===== config.mk =====
export PLATFORM = sky130hd
export DESIGN_NAME = audio_frame_buffer
export DESIGN_NICKNAME = d
export VERILOG_FILES = /design/src/rtl/audio_frame_buffer.sv
export SDC_FILE = /design/constraint.sdc
export NUM_CORES = 1
export LEC_CHECK = 0
export ABC_AREA = 0
export BUFFER_PORTS_ARGS = -buffer_cell sky130_fd_sc_hd__buf_2
export CORE_UTILIZATION = 30
export CTS_CLUSTER_DIAMETER = 40
export DETAILED_ROUTE_END_ITERATION = 8
export GPL_TIMING_DRIVEN = 0
export PLACE_DENSITY_LB_ADDON = 0.15
export SLEW_MARGIN = 20
export SYNTH_ARGS = -nofsm -noshare
export SYNTH_HDL_FRONTEND = slang
export SYNTH_SLANG_ARGS = --single-unit

===== constraint.sdc =====
create_clock -name Clk -period 6.62 [get_ports Clk]
set_clock_uncertainty 0.2 [all_clocks]
set_input_delay 0.331 -clock Clk [delete_from_list [all_inputs] [get_ports Clk]]
set_output_delay 0.331 -clock Clk [all_outputs]
set_load 0.005 [all_outputs]

===== src/rtl/audio_frame_buffer.sv =====
`default_nettype none
// ============================================================================
//  Module      : audio_frame_buffer
//  Description : Collects a serial stream of 24-bit audio samples into
//                16-sample frames and presents each completed frame in
//                parallel to the downstream FFT stage. One fill buffer plus
//                one set of presentation registers lets filling continue
//                while the FFT works on the previous frame. Kept samples
//                that arrive while a full frame is still waiting for the
//                presentation registers are discarded and counted.
//  Revision    : 1.0 - initial release
// ----------------------------------------------------------------------------
//  Parameters
//    DECIM           keep every DECIM-th valid strobe (1..16)
//  Ports
//    Clk             in   1   system clock
//    Reset           in   1   asynchronous active-low reset
//    sample_in       in  24   two's complement sample, valid with sample_valid
//    sample_valid    in   1   one-cycle strobe per sample
//    frame_completed in   1   FFT has consumed the presented frame
//    s0..s15         out 24   presented frame, s0 oldest, s15 newest
//    Ready           out  1   presented frame valid and not yet consumed
//    drop_count      out  8   saturating count of discarded kept samples
// ============================================================================
module audio_frame_buffer #(
  parameter int DECIM = 1
) (
  input  logic        Clk,
  input  logic        Reset,
  input  logic [23:0] sample_in,
  input  logic        sample_valid,
  input  logic        frame_completed,
  output logic [23:0] s0,
  output logic [23:0] s1,
  output logic [23:0] s2,
  output logic [23:0] s3,
  output logic [23:0] s4,
  output logic [23:0] s5,
  output logic [23:0] s6,
  output logic [23:0] s7,
  output logic [23:0] s8,
  output logic [23:0] s9,
  output logic [23:0] s10,
  output logic [23:0] s11,
  output logic [23:0] s12,
  output logic [23:0] s13,
  output logic [23:0] s14,
  output logic [23:0] s15,
  output logic        Ready,
  output logic [7:0]  drop_count
);

  localparam logic [4:0] DECIM_LAST = 5'(DECIM - 1);

  // The enum value doubles as the Ready flag, so Ready comes straight
  // from a flop with no decode logic.
  typedef enum logic {
    EMPTY   = 1'b0,
    PRESENT = 1'b1
  } state_t;

  state_t      state;
  logic [23:0] fill [16];
  logic [23:0] pres [16];
  logic [3:0]  wp;
  logic        full_pending;
  logic [4:0]  decim_cnt;

  logic kept;
  logic copy_now;
  logic write_now;
  logic overrun;

  assign kept     = sample_valid && (decim_cnt == 5'd0);
  assign copy_now = full_pending && (state == EMPTY);
  // On a copy edge the fill buffer is being emptied into the presentation
  // registers, so a sample arriving on that same edge can start the next
  // frame at f[0] (wp is 0 whenever full_pending is set).
  assign write_now = kept && (!full_pending || copy_now);
  assign overrun   = kept && full_pending && !copy_now;

  always_ff @(posedge Clk or negedge Reset) begin
    if (!Reset) begin
      state        <= EMPTY;
      wp           <= 4'd0;
      full_pending <= 1'b0;
      decim_cnt    <= 5'd0;
      drop_count   <= 8'd0;
      for (int i = 0; i < 16; i++) begin
        fill[i] <= 24'd0;
        pres[i] <= 24'd0;
      end
    end else begin
      if (sample_valid) begin
        decim_cnt <= (decim_cnt == DECIM_LAST) ? 5'd0 : decim_cnt + 5'd1;
      end

      // Clear first; a write that completes a frame on the same edge
      // cannot coincide with a copy (copy implies wp == 0).
      if (copy_now) begin
        full_pending <= 1'b0;
      end

      if (write_now) begin
        fill[wp] <= sample_in;
        wp       <= wp + 4'd1;  // wraps 15 -> 0
        if (wp == 4'd15) begin
          full_pending <= 1'b1;
        end
      end

      if (overrun && (drop_count != 8'hFF)) begin
        drop_count <= drop_count + 8'd1;
      end

      case (state)
        EMPTY: begin
          if (full_pending) begin
            for (int i = 0; i < 16; i++) begin
              pres[i] <= fill[i];
            end
            state <= PRESENT;
          end
        end
        PRESENT: begin
          if (frame_completed) begin
            state <= EMPTY;
          end
        end
        default: state <= EMPTY;
      endcase
    end
  end

  assign Ready = (state == PRESENT);

  assign s0  = pres[0];
  assign s1  = pres[1];
  assign s2  = pres[2];
  assign s3  = pres[3];
  assign s4  = pres[4];
  assign s5  = pres[5];
  assign s6  = pres[6];
  assign s7  = pres[7];
  assign s8  = pres[8];
  assign s9  = pres[9];
  assign s10 = pres[10];
  assign s11 = pres[11];
  assign s12 = pres[12];
  assign s13 = pres[13];
  assign s14 = pres[14];
  assign s15 = pres[15];

endmodule
`default_nettype wire

==> results.toml, run 1 <==
[floorplanning]
die-area_um2 = 100100
rows = 114
die_h_um = 316.3
coreArea_um2 = 97280
io_pins = 421
die_w_um = 316.3
floorplan.initialDensity_pct = 30.47

[global_route]
use_met3_pct = 4.258
grt_pass1_vias = 18200
gr-total-overflow = 0
grt.busiest_layer = "met2"
grt_pass1_wl_mm = 123.3
grt_max_degree = 93
grt_usage_pct = 16.93
met1_usage_pct = 21.02
antenna_found_initial = 4
grt_use_met2_pct = 28.19

[layout]
layout_common_cells = "dfrtp_1 (787), mux2_2 (759), buf_2 (422)"
drive_above_1_share_pct = 60.18
final_common_cell = "dfrtp_1"
instances_no_fill = 3723
fillerInstances = 9113
area_growth_pct = 30.02
nNetsFinal = 2373

[clock_tree]
clockRootBuffer = "clkbuf_16"
htree_num_levels = 4
cts.sink_count = 787
clkLatencyLatePin_ns = 0.72
path_clk_slew_ns = 0.05
cts_tree = "built"
max-clock-path-buffers = 3
cts_buffers = 133
ctsResizeCount = 0

[power]
clockPowerShare_pct = 51.3
p_seq_share_pct = 41.7
cellInternalPower_mw = 10.46
switching_share_pct = 23.14
power_switching_mw = 3.150
p_total_mw = 13.61
power.density_nw_per_um2 = 353.3
pwr-share-comb_pct = 7.0
ir_drop_mv = 0.2028
p_leak_nw = 20.62

[place]
place.gp.congestion = 0.7663
dp_hpwl_mm = 59.22
dpl.cell_count = 3449
pre_cts_ws_ns = 3.250
io_buffers = 420

[critical_path]
critPathLaunchType = "input pin"
endpoint = "s13[8]"
crit_path_frequent_cell = "buf_16"
cp_slowest_cell = "dlygate4sd3_1"
r2r_end = "s7[0]"
crit_arrival_ns = 3.85
startpoint = "Reset"
worst_r2r_startpoint = "Ready"
path_class = "input pin to asynchronous set/reset pin"
critPathCaptureType = "asynchronous set/reset pin"
worstPathMaxFanout = 92
r2r_cells = 5
r2r_setup_slack_ns = 3.52
critPathRequiredTime_ns = 7.23
slowest_delay_ns = 0.59
path_cells = "dlygate4sd3_1, dlygate4sd3_1, buf_8, buf_16, buf_16, buf_16, buf_16, buf_16"

[logic_synthesis]
ys_ff_latch = 787
synth_nets = 1779
yosysTopAreaCell = "dfrtp_1"
avgSynthCellArea_um2 = 17.00
synth_area_leaders = "dfrtp_1 (66%), mux2_2 (29%), clkbuf_1 (0.80%)"
synth_sequential_area_ratio_pct = 66.44
synth_top_area_share_pct = 66.44
netlist_area_um2 = 29640
syn_inst = 1744
synth_cell_types = 28
ys.warnings.count = 0

[timing]
drv_slew = 0
rsz0062_at_grt = "false"
fin_crit_ns = 3.232
tns_ns = 0
whs_ns = 0.1732
worst_slack_ns = 3.388
finalSetupViolations = 0
clock.fmax_mhz = 309.4
tightest_slew_ns = 1.022
period_share_pct = 48.83
final-hold-violation-count = 0
slew_headroom_pct = 31.85

[detailed_routing]
wl_per_cell_um = 22.42
drc = 0
drtIter0Drc = 629
num_vias = 16840
finalWirelength_mm = 83.48
first_pass_iters = 4
via_per_inst = 4.523
drtAntennaViolNets = 0

[run]
max-cap-violations = 0

[hold_path]
hold_path_class = "input pin to flop"

[status]
outcome = "completed"
## layout make-up
type / count / area (µm²) / share of cell area, %
inverter: 7 / 26.28 / 0.06818
tap: 1276 / 1597 / 4.143
clock inverter: 72 / 868.3 / 2.253
buffer: 103 / 579.3 / 1.503
sequential: 787 / 19690 / 51.10
timing repair buffer: 459 / 2683 / 6.961
antenna: 1 / 2.502 / 0.006493
multi-input combinational: 847 / 9343 / 24.24
clock buffer: 171 / 3747 / 9.723
## per-stage QoR
| step | area, µm² | util [%] |
|---|---|---|
| 6_report | 38540 | 39.62 |
| 5_1_grt | 38540 | 39.62 |
| 4_1_cts | 38520 | 39.60 |
| 3_5_place_dp | 33600 | 34.54 |
| 3_3_place_gp | 33340 | 34.27 |
| 2_1_floorplan | 29640 | - |
## registers in the layout, summed over array words and instances, names as in the netlist, 4 cells and up
signal / cells
fill: 384
s0: 24
s10: 24
s11: 24
s12: 24
s13: 24
s14: 24
s15: 24
s1: 24
s2: 24
s3: 24
s4: 24
s5: 24
s6: 24
s7: 24
s8: 24
s9: 24
drop_count: 8
decim_cnt: 5
wp: 4
## what timing repair did
item,in CTS,in global routing
buffers inserted,0,0
hold buffers,29,0
endpoints found under the setup margin,0,0
hold endpoints to repair,376,0
## worst min path at each step
stage                     slack [ns]  depth (start not counted)       startpoint        end
after global placement          0.27                          1        fill[364]  fill[364]
after floorplan                -0.16                          0            Reset      Ready
final                           0.17                          3  frame_completed      Ready
after detailed placement        0.12                          1            Reset     s3[19]
after CTS                       0.11                          3  frame_completed      Ready
after global routing            0.16                          3  frame_completed      Ready
## kinds of logic after synthesis
logic type / synth area share, %
XOR/XNOR: 0.4137
buffers and inverters: 2.039
flip-flops: 66.44
AO/OA/AOI/OAI: 0.08019
AND/OR/NAND/NOR: 1.477
adder cells (fa/ha/maj): 0.2955
multiplexers: 29.25
## metal layers
| metal | routed length (µm) | part of all wire (%) | vias up |
|---|---|---|---|
| met5 | 0 | 0 | - |
| met4 | 2730 | 3.3 | 0 |
| met3 | 4103 | 4.9 | 145 |
| met2 | 41720 | 50 | 376 |
| met1 | 34920 | 42 | 8918 |
| li1 | - | - | 7401 |
## worst max-delay path: cells and delay by family
family	cells	cell delay, ns
buffers and inverters	8	3.23
## power by group through the flow
stage	Sequential, mW	Combinational [mW]	Clock, mW
finish	5.67	0.958	6.98
global route	5.75	1.06	7.41
CTS	5.68	0.988	7.18
detailed placement	5.75	0.967	0
global placement	5.73	0.906	0
floorplan	5.64	0.656	0
## synth_stat cells (all sizes together)
| cell type | count |
|---|---|
| nor3b | 1 |
| buf | 38 |
| nand4 | 8 |
| ha | 7 |
| nand2 | 11 |
| o2111ai | 1 |
| nand3 | 13 |
| nor3 | 4 |
| nor2b | 1 |
| and4b | 2 |
| mux2 | 770 |
| clkbuf | 65 |
| dfrtp | 787 |
| nor2 | 9 |
| inv | 7 |
| and2 | 2 |
| xor2 | 6 |
| xnor2 | 8 |
| o21ai | 3 |
| and3 | 1 |
(Power assumes the default switching activity.)
==> run 2, diff against run 1 <==
==> constraint.sdc (replaced) <==
create_clock -name Clk -period 2.8 [get_ports Clk]
set_clock_uncertainty 0.2 [all_clocks]
set_input_delay 0.14 -clock Clk [delete_from_list [all_inputs] [get_ports Clk]]
set_output_delay 0.14 -clock Clk [all_outputs]
set_load 0.005 [all_outputs]
==> run 2 against run 1 <==
  * Hold slack worse by 0.36 ns
  * Clock power is 140% higher
  * Non-clock buffer count is 7 higher
  * Final cell count is 0.19% higher
  * Register-to-register slack worse by 3.4 ns
  * Critical path type is now flop to flop
  * The flow now finishes with violations (negative hold slack)
  * Total power is 140% higher
  * Die area stayed put
  * Setup slack worse by 3.2 ns
  * Via count is 0.16% higher
  * Critical path depth is 2 lower
  * First-iteration DRC count is 5.7% higher
  * Combinational power is 140% higher
==> results.toml, run 2 (same netlist as run 1, synthesis figures left out) <==
[timing]
final-hold-violation-count = 157
whs_ns = -0.1853
drv_slew = 0
period_share_pct = 94.67
clock.fmax_mhz = 377.3
tightest_slew_ns = 1.007
slew_headroom_pct = 32.87
worst_slack_ns = 0.1492
fin_crit_ns = 2.651
rsz0062_at_grt = "false"
finalSetupViolations = 0

[clock_tree]
htree_num_levels = 4
cts_buffers = 133
path_clk_slew_ns = 0.05
cts.sink_count = 787
cts_tree = "built"
clockRootBuffer = "clkbuf_16"
hold_buffers = 36
clkLatencyLatePin_ns = 0.72
max-clock-path-buffers = 3

[critical_path]
path_cells = "nor3b_2, nand4_1, buf_4, nor2_4, buf_4, mux2_2"
crit_arrival_ns = 3.02
cp_slowest_cell = "nor3b_2"
critPathLaunchType = "flop"
path_class = "flop to flop"
critPathTopFamily = "simple AND/OR/NAND/NOR gates"
slowest_delay_ns = 0.57
r2r_cells = 6
critPathBufInv = 2
path_depth = 6
crit_path_frequent_cell = "buf_4"
critPathRequiredTime_ns = 3.17
critPathCaptureType = "flop"
worstPathMaxFanout = 10

[power]
p_leak_nw = 20.77
power.density_nw_per_um2 = 831.5
ir_drop_mv = 0.4792

[floorplanning]
rows = 114
die-area_um2 = 100100
io_pins = 421
coreArea_um2 = 97280
die_w_um = 316.3
floorplan.initialDensity_pct = 30.47
die_h_um = 316.3

[detailed_routing]
num_vias = 16870
first_pass_iters = 4
drtAntennaViolNets = 0
drc = 0
via_per_inst = 4.522
wl_per_cell_um = 22.41
drtIter0Drc = 665
finalWirelength_mm = 83.58

[layout]
nNetsFinal = 2380
area_growth_pct = 30.83
instances_no_fill = 3730
largest-register = "fill"
drive_above_1_share_pct = 61.48
final_common_cell = "dfrtp_1"
final_util_pct = 39.86
largest_register_ff_count = 384
layout_common_cells = "dfrtp_1 (787), mux2_2 (759), buf_2 (422)"
finalInstanceArea_um2 = 38780

[status]
violations = "negative hold slack"
outcome = "finished, violations left"

[global_route]
grt_pass1_vias = 18270
grt_max_degree = 93
grt_pass1_wl_mm = 123.5
grt_usage_pct = 16.95
gr-total-overflow = 0
antenna_found_initial = 5

[place]
dp_hpwl_mm = 59.22
postPlaceCellArea_um2 = 33600
io_buffers = 420
place.gp.congestion = 0.7663
pre_cts_ws_ns = -0.5697
dpl.cell_count = 3449

[hold_path]
hold_path_class = "input pin to asynchronous set/reset pin"

[run]
max-cap-violations = 0
## run 2: cell types whose count changed in the layout (fill, tap and decap cells not counted)
cell	before	now
buf_16	10	17
nor2b_2	0	1
buf_8	2	1
clkbuf_1	78	50
nor2_4	0	3
nor2b_1	1	0
nor2_2	4	1
clkbuf_4	2	3
clkbuf_2	1	28
buf_4	16	17
## run 2: worst paths after layout
path                               from         to  slack [ns]
setup / recovery           decim_cnt[2]   fill[58]        0.15
hold / removal                    Reset     s6[21]       -0.19
setup reg to reg           decim_cnt[2]   fill[58]        0.15
hold reg to reg               fill[348]     s1[12]        0.27
max in group asynchronous         Reset  fill[337]        0.46
min in group Clk           sample_in[0]   fill[48]        0.13
## run 2: worst min-delay path: stages
cell and delay [ns]:
buf_8 0.08, buf_16 0.09, buf_16 0.09, buf_16 0.09, buf_16 0.09, buf_16 0.09, buf_16 0.12, buf_16 0.32
## run 2: through the flow
step	setup TNS, ns	power [mW]	hold slack [ns]
global route	0	33.67	-0.1647
floorplan	0	14.90	-0.3556
CTS	0	32.78	-0.2049
global placement	-	15.69	0.1326
finish	0	32.25	-0.1853
detailed placement	-129.99	15.89	-0.07566
## run 2: layout make-up
type                    instances  area (µm²)
plain buffers                 103       616.8
well taps                    1276        1597
multi-input cells             847        9360
clock inverters                72       868.3
diodes                          1       2.502
fillers                      9075       58500
inverters                       7       26.28
clock buffers                 171        3747
repair buffers                466        2868
flip-flops and latches        787       19690
## run 2: timing repair
item	CTS	global route
pin swaps	1	0
resized for setup	29	10
setup buffers	1	0
endpoints found under the setup margin	416	41
hold endpoints to repair	377	157
## run 2: power by group
group	total [mW]	leakage, nW	internal (mW)	switching [mW]
clock network	16.5	2.24	10.8	5.72
logic	2.32	7.69	1.26	1.06
registers	13.4	10.8	12.7	0.694
total	32.2	20.8	24.8	7.48
## run 2: routing by layer
metal  GRT usage [%]  part of all wire [%]  vias to the layer above
met3           4.258                   5.0                      139
met4           6.709                   3.2                        0
li1                -                     -                     7418
met5               0                     0                        -
met2           28.28                    50                      376
met1           21.00                    42                     8934
